**src/rtl/video_pkg.sv**
```systemverilog
// Shared VGA types, default 640x480@60 timing and test-pattern colours.
// Test pattern colours are used only when VGA_TEST_PATTERN_EN is defined.
package video_pkg;

    typedef logic [11:0] rgb_t;
    typedef logic [10:0] coord_t;

    localparam int DEF_H_DISP  = 640;
    localparam int DEF_H_FP    = 16;
    localparam int DEF_H_RT    = 96;
    localparam int DEF_H_BP    = 48;
    localparam int DEF_V_DISP  = 480;
    localparam int DEF_V_FP    = 10;
    localparam int DEF_V_RT    = 2;
    localparam int DEF_V_BP    = 33;
    localparam int DEF_CLK_DIV = 4;
    localparam int DEF_SRC_LAT = 2;

    localparam int DEF_H_TOTAL = DEF_H_DISP + DEF_H_FP + DEF_H_RT + DEF_H_BP;
    localparam int DEF_V_TOTAL = DEF_V_DISP + DEF_V_FP + DEF_V_RT + DEF_V_BP;

    localparam int BAR_W = 80;

    localparam rgb_t C_WHITE   = 12'hFFF;
    localparam rgb_t C_YELLOW  = 12'hFF0;
    localparam rgb_t C_CYAN    = 12'h0FF;
    localparam rgb_t C_GREEN   = 12'h0F0;
    localparam rgb_t C_MAGENTA = 12'hF0F;
    localparam rgb_t C_RED     = 12'hF00;
    localparam rgb_t C_BLUE    = 12'h00F;
    localparam rgb_t C_BLACK   = 12'h000;

    function automatic rgb_t bar_color(input logic [2:0] idx);
        unique case (idx)
            3'd0:    return C_WHITE;
            3'd1:    return C_YELLOW;
            3'd2:    return C_CYAN;
            3'd3:    return C_GREEN;
            3'd4:    return C_MAGENTA;
            3'd5:    return C_RED;
            3'd6:    return C_BLUE;
            default: return C_BLACK;
        endcase
    endfunction

endpackage

```
**src/rtl/vga_timing_gen_sig_delay.sv**
```systemverilog
// sig_delay: DEPTH-stage x WIDTH-bit shift register, sync reset to RESET_VAL.
// DEPTH = 0 collapses to a plain wire.
module sig_delay #(
    parameter int                DEPTH     = 1,
    parameter int                WIDTH     = 1,
    parameter logic [WIDTH-1:0]  RESET_VAL = '0
) (
    input  logic             clk,
    input  logic             reset,
    input  logic [WIDTH-1:0] i_d,
    output logic [WIDTH-1:0] o_q
);

    generate
        if (DEPTH == 0) begin : g_wire
            logic w_unused;
            assign w_unused = clk ^ reset;
            assign o_q = i_d;
        end else begin : g_pipe
            logic [WIDTH-1:0] r_pipe [DEPTH];

            always_ff @(posedge clk) begin
                if (reset) begin
                    for (int i = 0; i < DEPTH; i++) r_pipe[i] <= RESET_VAL;
                end else begin
                    r_pipe[0] <= i_d;
                    for (int i = 1; i < DEPTH; i++) r_pipe[i] <= r_pipe[i-1];
                end
            end

            assign o_q = r_pipe[DEPTH-1];
        end
    endgenerate

endmodule

```
**src/rtl/vga_timing_gen.sv**
```systemverilog
// VGA timing generator: pixel divider, h/v counters, source-latency aligned syncs.
// Optional colour-bar test pattern enabled by defining VGA_TEST_PATTERN_EN.
module vga_timing_gen
    import video_pkg::*;
#(
    parameter int H_DISP  = DEF_H_DISP,
    parameter int H_FP    = DEF_H_FP,
    parameter int H_RT    = DEF_H_RT,
    parameter int H_BP    = DEF_H_BP,
    parameter int V_DISP  = DEF_V_DISP,
    parameter int V_FP    = DEF_V_FP,
    parameter int V_RT    = DEF_V_RT,
    parameter int V_BP    = DEF_V_BP,
    parameter int CLK_DIV = DEF_CLK_DIV,
    parameter int SRC_LAT = DEF_SRC_LAT
) (
    input  logic        clk,
    input  logic        reset,
    output logic [10:0] x,
    output logic [10:0] y,
    output logic        pix_tick,
    output logic        sof,
    input  logic [11:0] rgb_in,
`ifdef VGA_TEST_PATTERN_EN
    input  logic        test_en,
`endif
    output logic        hsync,
    output logic        vsync,
    output logic        video_on,
    output logic [11:0] rgb_out
);

    localparam int H_TOTAL = H_DISP + H_FP + H_RT + H_BP;
    localparam int V_TOTAL = V_DISP + V_FP + V_RT + V_BP;
    localparam int DW      = (CLK_DIV > 1) ? $clog2(CLK_DIV) : 1;

    logic [DW-1:0] r_div;
    logic          r_tick;
    coord_t        r_h;
    coord_t        r_v;

    logic [DW-1:0] w_div_next;
    logic          w_h_last;
    logic          w_v_last;
    logic          w_hs_n;
    logic          w_vs_n;
    logic          w_von;
    logic [2:0]    w_dly;
    rgb_t          w_pix;

    assign w_div_next = (r_div == DW'(CLK_DIV - 1)) ? '0 : r_div + 1'b1;
    assign w_h_last   = (r_h == coord_t'(H_TOTAL - 1));
    assign w_v_last   = (r_v == coord_t'(V_TOTAL - 1));

    // Tick is registered so it stays low in reset even when CLK_DIV = 1.
    always_ff @(posedge clk) begin
        if (reset) begin
            r_div  <= '0;
            r_tick <= 1'b0;
            r_h    <= '0;
            r_v    <= '0;
        end else begin
            r_div  <= w_div_next;
            r_tick <= (w_div_next == DW'(CLK_DIV - 1));
            if (r_tick) begin
                if (w_h_last) begin
                    r_h <= '0;
                    r_v <= w_v_last ? '0 : r_v + 11'd1;
                end else begin
                    r_h <= r_h + 11'd1;
                end
            end
        end
    end

    assign x        = r_h;
    assign y        = r_v;
    assign pix_tick = r_tick;
    assign sof      = r_tick & w_h_last & w_v_last;

    assign w_hs_n = !((r_h >= coord_t'(H_DISP + H_FP)) &&
                      (r_h <= coord_t'(H_DISP + H_FP + H_RT - 1)));
    assign w_vs_n = !((r_v >= coord_t'(V_DISP + V_FP)) &&
                      (r_v <= coord_t'(V_DISP + V_FP + V_RT - 1)));
    assign w_von  = (r_h < coord_t'(H_DISP)) && (r_v < coord_t'(V_DISP));

    sig_delay #(
        .DEPTH     (SRC_LAT),
        .WIDTH     (3),
        .RESET_VAL (3'b110)
    ) u_flag_dly (
        .clk   (clk),
        .reset (reset),
        .i_d   ({w_hs_n, w_vs_n, w_von}),
        .o_q   (w_dly)
    );

`ifdef VGA_TEST_PATTERN_EN
    coord_t     w_x_d;
    logic [2:0] w_bar;

    sig_delay #(
        .DEPTH     (SRC_LAT),
        .WIDTH     (11),
        .RESET_VAL (11'd0)
    ) u_x_dly (
        .clk   (clk),
        .reset (reset),
        .i_d   (r_h),
        .o_q   (w_x_d)
    );

    assign w_bar = 3'(w_x_d / coord_t'(BAR_W));
    assign w_pix = test_en ? bar_color(w_bar) : rgb_in;
`else
    assign w_pix = rgb_in;
`endif

    always_ff @(posedge clk) begin
        if (reset) begin
            hsync    <= 1'b1;
            vsync    <= 1'b1;
            video_on <= 1'b0;
            rgb_out  <= '0;
        end else begin
            hsync    <= w_dly[2];
            vsync    <= w_dly[1];
            video_on <= w_dly[0];
            rgb_out  <= w_dly[0] ? w_pix : 12'h000;
        end
    end

endmodule

```
**config.mk**
```make
export PLATFORM = sky130hd
export DESIGN_NAME = vga_timing_gen
export DESIGN_NICKNAME = d
export VERILOG_FILES = /design/src/rtl/video_pkg.sv /design/src/rtl/vga_timing_gen_sig_delay.sv /design/src/rtl/vga_timing_gen.sv
export SDC_FILE = /design/constraint.sdc
export NUM_CORES = 1
export LEC_CHECK = 0
export CAP_MARGIN = 20
export CORE_MARGIN = 2
export CORE_UTILIZATION = 45
export CTS_BUF_LIST = sky130_fd_sc_hd__clkbuf_8
export DETAILED_ROUTE_END_ITERATION = 16
export GPL_TIMING_DRIVEN = 0
export HOLD_SLACK_MARGIN = 0.05
export PLACE_DENSITY_LB_ADDON = 0.05
export SYNTH_ARGS = -nofsm -noshare
export SYNTH_HDL_FRONTEND = slang
export SYNTH_SLANG_ARGS = --single-unit
export TNS_END_PERCENT = 100
```
**constraint.sdc**
```tcl
create_clock -name clk -period 4.2 [get_ports clk]
set_clock_uncertainty 0.05 [all_clocks]
set_input_delay 0.42 -clock clk [delete_from_list [all_inputs] [get_ports clk]]
set_output_delay 0.42 -clock clk [all_outputs]
set_load 0.05 [all_outputs]
```
**Yosys cells after proc, flatten, opt, wreduce, memory -nomap -nowiden**

Memories as Yosys holds them, arrays and structs flattened.
Cells that the tools add are included.

- Bits in registers: 40
- RAM bits: 6
- Output and inout bits: 39
- Logic and storage cells: 42
- Memories: 1

- $add $sub $neg: 3
- Magnitude comparators: 6
- Eq/ne operators: 4
- Muxes and demuxes: 8
- Bitwise logic cells: 5
- Reduce and logical (&&, ||, !) cells: 7

Memories:

| name | depth | bits a word | rd ports | clocked after Yosys merged registers in | wr ports | RTL line | RTL |
|---|---|---|---|---|---|---|---|
| u_flag_dly.g_pipe.r_pipe | 2 | 3 | 2 | 0 | 2 | vga_timing_gen_sig_delay.sv:20 | `logic [WIDTH-1:0] r_pipe [DEPTH];` |

Operator list:

| cell | count |
|---|---|
| $add A11 B1 Y11 const B | 2 |
| $eq A11 B10 Y1 const B | 2 |
| $mux W11 | 2 |
| $ge A11 B10 Y1 const B | 1 |
| $ge A11 B9 Y1 const B | 1 |
| $le A11 B10 Y1 const B | 1 |
| $le A11 B9 Y1 const B | 1 |
| $lt A11 B10 Y1 const B | 1 |
| $lt A11 B9 Y1 const B | 1 |
| $mux W3 | 2 |
| $eq A2 B2 Y1 const B | 2 |
| $logic_and A1 B1 Y1 | 3 |
| $mux W1 | 3 |
| $add A2 B1 Y2 const B | 1 |
| $and A1 B1 Y1 | 2 |
| $logic_not A1 Y1 | 2 |
| $mux W2 | 1 |
| $or A1 B1 Y1 | 2 |
| $reduce_and A2 Y1 | 1 |
| $reduce_or A2 Y1 | 1 |
| $not A1 Y1 | 1 |

**Logic depth before layout (Yosys ltp)**

Gate-level depths: netlist of run 1.

- Depth after elaboration: 4
- Depth in mapped cells: 7
- Depth with buffers taken out: 6

**Modules after synthesis**

A second synthesis of run 1 with hierarchy kept.

- Cells, all modules: 207
- Area total of the unflattened synthesis: 1971.9 um^2

Modules (own cells, without submodules):

| module | instances | cells an instance | area an instance (um^2) | sequential area each (um^2) |
|---|---|---|---|---|
| vga_timing_gen | 1 | 192 | 1791.7 | 800.8 |
| sig_delay | 1 | 15 | 180.2 | 120.1 |

**Worst setup path after synthesis of run 1**

OpenSTA, ideal clock, no wires.

- Kind: reg-to-output
- From: register r_h[0] (netlist: x[0])
- To: output sof
- Data arrival time: 2.075 ns
- Setup slack: 1.655 ns
- Stages on the path, launching flop included: 5
- Cells stage by stage: dfxtp_1 > ha_1 > and3_4 > nand4_1 > nor2_1

- Word-level cells in the longest chain between the ends: 3

RTL lines:

| item | RTL line | RTL |
|---|---|---|
| start: declaration | vga_timing_gen.sv:39 | `coord_t r_h;` |
| start signal: assignment | vga_timing_gen.sv:70 | `r_h <= r_h + 11'd1;` |
| $eq A11 B10 Y1 | vga_timing_gen.sv:52 | `assign w_h_last = (r_h == coord_t'(H_TOTAL - 1));` |
| $and A1 B1 Y1 (2 in a row) | vga_timing_gen.sv:79 | `assign sof = r_tick & w_h_last & w_v_last;` |
| end: declaration | vga_timing_gen.sv:22 | `output logic sof,` |

Every way passes these cells.

**Worst setup path after layout of run 1**

Ends and elaborated chain as after synthesis.

==> results.toml, run 1 <==
[outcome]
status = "finished clean"

[sta]
setup_tns_ps = 0
fin_ws_ps = 1276
relSlewSlack = 0.6570
setup_viol = 0
rsz0062_at_grt = "false"
fmax_mhz = 342.0
tightest_slew_ps = 512.9
min_period_ps = 2924
hold_viol_final = 0
finalCritPeriodShare = 0.6961
drv_slew = 0

[cts]
clock_sinks = 46
clk_path_buf_depth = 2
cts.repair.resized = 0
clk_pin_slew_worst_paths_ps = 80
htree_num_levels = 2
cts_made_buffers = 5
root_buffer = "clkbuf_8"
cts_tree = "yes"
post-cts-setup-buffers = 0
cts_hold_buf = 0
clk_latency_ps = 290

[flow_run]
drv_cap = 0

[yosys]
netlist_area_mm2 = 0.001906
yosys.area_share.simple = 0.2679
synth_area_leader_cell = "dfxtp_1"
synth_top_family_by_area = "simple AND/OR/NAND/NOR gates"
synth_seq_cells = 46
yosysMostFrequentCell = "dfxtp_1"
synth_xor_area_frac = 0.05056
synthAdderAreaFrac = 0.04596
ys_seq_area_frac = 0.4833
synthMuxAreaShare = 0.005253
synth_ff_type = "dfxtp_1"
synth_fp_nets = 217
synth-async-reset-ratio = 0
ys_top_cells_by_area = "dfxtp_1 (48%), ha_1 (4.6%), and2_1 (4.3%), nor2_1 (4.1%), xnor2_1 (3.2%)"
synth_cell_type_count = 43
synth.avg_cell_area_um2 = 9.722
synth_edf_count = 0
yosys-top-cells-count = "dfxtp_1 (46), nor2_1 (21), and2_1 (13), nand2_1 (11), a31oi_1 (9)"
ys_warn_count = 0
synth.top_cell.area_share = 0.4833
syn_inst = 196
synth_compound_area_frac = 0.1018

[critical_path]
critPathLaunchType = "flip-flop"
cp_data_required_time_ps = 3730
rrSetupSlack_ps = 2350
critPathArrivalTime_ps = 2450
critPathCaptureType = "primary output"
path_max_fanout = 6
reg2reg_depth = 7
worst-setup-path-type = "flip-flop to primary output"

[min_path]
hold_path_class = "flip-flop to flip-flop"
min_path_cells = 1

[grt]
grt_usage = 0.1663
antenna_found_initial = 0
grt_overflow = 0
grt_use_met3 = 0.05994
grt_pass1_vias = 1358
top_usage_layer = "met2"
grt_pass1_wl_um = 6465
use_met2 = 0.2489
use_met1 = 0.2264
grt_max_degree = 15

[place]
place_congestion = 0.8417
numPortBuffers = 51
pre_cts_slack_ps = 1585
dp_hpwl_um = 2821

[pwr]
seqPwrFrac = 0.570
sw_frac_of_total = 0.2322
p_sw_uw = 182.5
intPower_uw = 603.3
ir_worst_vdd_mv = 0.2333
p_leak_uw = 0.0009269
power_density_mw_per_mm2 = 305.3
comb_power_share = 0.078
clkPwrFrac = 0.352

[routing]
firstDrtPassIters = 4
drc = 0
routedWlPerCell_um = 12.67
drt-vias-per-instance = 5.095
wirelength_um = 3865
dr.first_iter.drc_count = 76
final_antenna_net_count = 0
vias = 1554

[floorplanning]
num_rows = 23
start_util = 0.4730
fp.dieW_um = 69.08
fp.dieH_um = 69.08
io_pins = 53
core_mm2 = 0.004029
die-area_mm2 = 0.004771

[final_layout]
syn2layout_area_growth_pct = 35.06
diodes = 0
fin_util = 0.6388
drive_gt1_frac = 0.09412
nets = 275
## metrics by stage
step                      instances  hold WS [ps]  area, um2  power (uW)
after floorplan                 196         339.5       1906       494.8
after detailed placement        297         342.9       2479       520.3
after CTS                       305         362.1       2574       798.6
after global routing            305         365.1       2574       823.5
final                           305         364.4       2574       785.8
after global placement          297         342.3       2479       519.7
## power by group through the flow
| stage | clock [uW] | sequential [uW] | combinational [uW] |
|---|---|---|---|
| 6_report | 276 | 448 | 61.4 |
| 3_5_place_dp | 0 | 459 | 61.7 |
| 5_1_grt | 307 | 449 | 67.1 |
| 3_3_place_gp | 0 | 458 | 61.5 |
| 2_1_floorplan | 0 | 475 | 19.4 |
| 4_1_cts | 288 | 448 | 62.0 |
## layout make-up
class                      instances  area [um2]
fill                             351        1455
clock buffer                       6       82.58
inverter                           8       30.03
buffer                             9       56.30
clock inverter                     2       12.51
multi-input combinational        133       898.4
timing repair buffer              51       510.5
sequential                        46       920.9
tap                               50       62.56
## final timing paths
check,end,from
worst min-delay path,u_flag_dly.g_pipe.r_pipe[0][5],u_flag_dly.g_pipe.r_pipe[0][2]
worst max register to register,y[9],y[1]
worst min register to register,u_flag_dly.g_pipe.r_pipe[0][5],u_flag_dly.g_pipe.r_pipe[0][2]
worst max-delay path,sof,x[0]
## routing by layer
layer  part of all wire  up-vias  wire length [um]
met3              0.055        4               211
met2               0.43       44              1657
met4             0.0067        0                26
met5                  0        -                 0
li1                   -      797                 -
met1               0.51      709              1969
## cells in the final DEF, fill, tap and decap left out, types with 2 or more instances in the layout
cell / count
a21oi_1: 3
clkbuf_1: 3
dfxtp_1: 46
o31ai_1: 3
clkbuf_8: 6
or2_2: 4
nand2_1: 11
and3_1: 2
ha_1: 7
nor3_1: 6
nand3_1: 6
o211ai_1: 4
nand4_1: 6
xor2_1: 4
buf_2: 3
nor2b_1: 3
a41oi_2: 2
clkdlybuf4s50_1: 51
xnor2_1: 7
inv_1: 8
buf_6: 2
a31oi_1: 9
and2_1: 13
nand3b_1: 2
and4_1: 2
nor2_1: 21
## flip-flops by register name, indices dropped and copies added (netlist names)
| signal | count |
|---|---|
| y | 11 |
| pix_tick | 1 |
| r_div | 2 |
| video_on | 1 |
| x | 11 |
| u_flag_dly.g_pipe.r_pipe | 6 |
| vsync | 1 |
| hsync | 1 |
| rgb_out | 12 |
## kinds of logic (layout without fill, tap and decap cells)
group	Yosys count	in the layout
buffers and inverters	17	76
adder cells (fa/ha/maj)	7	7
flip-flops	46	46
multiplexers	1	1
AND/OR/NAND/NOR	88	88
XOR/XNOR	11	11
AO/OA/AOI/OAI	26	26
## worst max-delay path, stage by stage (launching register included)
cell,delay (ps)
dfxtp_1,440
ha_1,260
and3_4,220
nand4_1,230
nor2_1,190
clkdlybuf4s50_1,810
Power figures use the tool's default switching activity.
==> run 2: changes to the inputs <==
- CORE_UTILIZATION: 45 -> 44
- clock period: 4.2 -> 2.55 ns (I/O delays scaled with it)
==> results.toml, run 2 (synthesis gave the netlist of run 1 again) <==
[outcome]
status = "finished clean"

[routing]
dr.first_iter.drc_count = 52
firstDrtPassIters = 4
final_antenna_net_count = 0
wirelength_um = 3944
met2_length_um = 1714
vias = 1546
drt-vias-per-instance = 5.069
drc = 0
routedWlPerCell_um = 12.93
route.top_layer_used = "met4"
wl_met3_um = 225
m1WireLength_um = 1957

[pwr]
seqPwrFrac = 0.569
comb_power_share = 0.078
p_leak_uw = 0.0009218
intPower_uw = 972.2
sw_frac_of_total = 0.2510
p_sw_uw = 325.7
power_uw = 1298
clkPwrFrac = 0.353
ir_worst_vdd_mv = 0.3203
power_density_mw_per_mm2 = 505.8

[sta]
setup_viol = 0
drv_slew = 0
min_period_ps = 2248
tightest_slew_ps = 504.7
relSlewSlack = 0.6625
rsz0062_at_grt = "false"
setup_tns_ps = 0
hold_viol_final = 0
finalCritPeriodShare = 0.8817
fin_ws_ps = 301.6
fmax_mhz = 444.8

[grt]
antenna_found_initial = 0
grt_pass1_wl_um = 6417
grt_pass1_vias = 1373
grt_overflow = 0
grt_max_degree = 17
grt_usage = 0.1637

[final_layout]
stdcell_count = 305
diodes = 0
nets = 275
mostFrequentLayoutCells = "clkdlybuf4s50_1 (50), dfxtp_1 (46), nor2_1 (21)"
multi_input_comb_area_um2 = 898.4
largest_reg_flops = 12
final_common_cell = "clkdlybuf4s50_1"
largest_register = "rgb_out"
seq_area_um2 = 920.9
syn2layout_area_growth_pct = 34.67
fill_cells = 354
drive_gt1_frac = 0.09804

[min_path]
min_path_cells = 2
hold_path_class = "input port to flip-flop"

[critical_path]
critPathLaunchType = "flip-flop"
reg2reg_to = "y[7]"
rrSetupSlack_ps = 670
cp_data_required_time_ps = 2250
cp-endpoint = "sof"
critPathArrivalTime_ps = 1940
critPathCaptureType = "primary output"
reg2reg_depth = 6
path_max_fanout = 6
reg2reg_from = "x[0]"
worst-setup-path-type = "flip-flop to primary output"
critical_path.startpoint = "x[0]"

[place]
numPortBuffers = 51
place_congestion = 0.8790
dp_hpwl_um = 2873
pre_cts_slack_ps = 135.5
dpl.cell_count = 297

[cts]
cts_made_buffers = 5
cts_tree = "yes"
cts_hold_buf = 0
root_buffer = "clkbuf_8"
clk_path_buf_depth = 2
clock_sinks = 46
clk_pin_slew_worst_paths_ps = 90
post-cts-setup-buffers = 0
htree_num_levels = 2
clk_latency_ps = 300

[floorplanning]
die-area_mm2 = 0.004873
io_pins = 53
fp.dieW_um = 69.81
start_util = 0.4663
num_rows = 23
fp.dieH_um = 69.81
core_mm2 = 0.004086

[flow_run]
drv_cap = 0
[run 2: cell count changes in the layout (fill, tap and decap cells not counted)]
cell             delta
clkbuf_2            +1
clkbuf_8            -1
clkdlybuf4s50_1     -1
clkinv_2            -1
clkinvlp_4          +1
inv_6               +1
[run 2: metrics by stage]
step,hold slack (ps),instance area [um2],util
2_1_floorplan,326.7,1906,-
3_3_place_gp,340.4,2479,0.6066
3_5_place_dp,343.3,2479,0.6066
4_1_cts,296.9,2570,0.6289
5_1_grt,368.7,2566,0.6280
6_report,302.3,2566,0.6280
[run 2: worst max-delay path: stages (launching register included)]
cell      delay (ps)
dfxtp_1          450
ha_1             250
and3_4           220
nand4_1          260
nor2_1           180
clkbuf_2         290
[run 2: repair_timing]
action / in CTS / in global routing
endpoints found under the setup margin: 1 / 1
pin swaps: 0 / 0
resized for setup: 1 / 2
[run 2: per-layer routing]
metal  up-vias  track usage
li1        798            -
met1       700       0.2207
met2        43       0.2550
met3         5      0.04797
met4         0      0.04701
met5         -            0
[run 2: power by group through the flow]
stage | Sequential (uW) | Combinational [uW] | Clock (uW)
after floorplan | 783 | 32.0 | 0
after global placement | 755 | 102 | 0
after detailed placement | 755 | 102 | 0
after CTS | 738 | 103 | 472
after global routing | 740 | 108 | 501
final | 738 | 101 | 458
[run 2: how the worst min path moves through the flow]
stage / start / to / slack, ps
5_1_grt: reset / u_flag_dly.g_pipe.r_pipe[0][3] / 370
2_1_floorplan: rgb_in[0] / rgb_out[0] / 330
6_report: reset / u_flag_dly.g_pipe.r_pipe[0][3] / 300
4_1_cts: reset / u_flag_dly.g_pipe.r_pipe[0][3] / 300
3_3_place_gp: u_flag_dly.g_pipe.r_pipe[0][1] / u_flag_dly.g_pipe.r_pipe[0][4] / 340
3_5_place_dp: u_flag_dly.g_pipe.r_pipe[0][1] / u_flag_dly.g_pipe.r_pipe[0][4] / 340
[run 2: final cells by class]
class	count	share of cell area
Clock inverter	3	0.009264
Buffer	9	0.02194
Inverter	8	0.01170
Clock buffer	5	0.02682
Sequential cell	46	0.3588
Timing Repair Buffer	51	0.1970
Tap cell	50	0.02438
Multi-Input combinational cell	133	0.3501
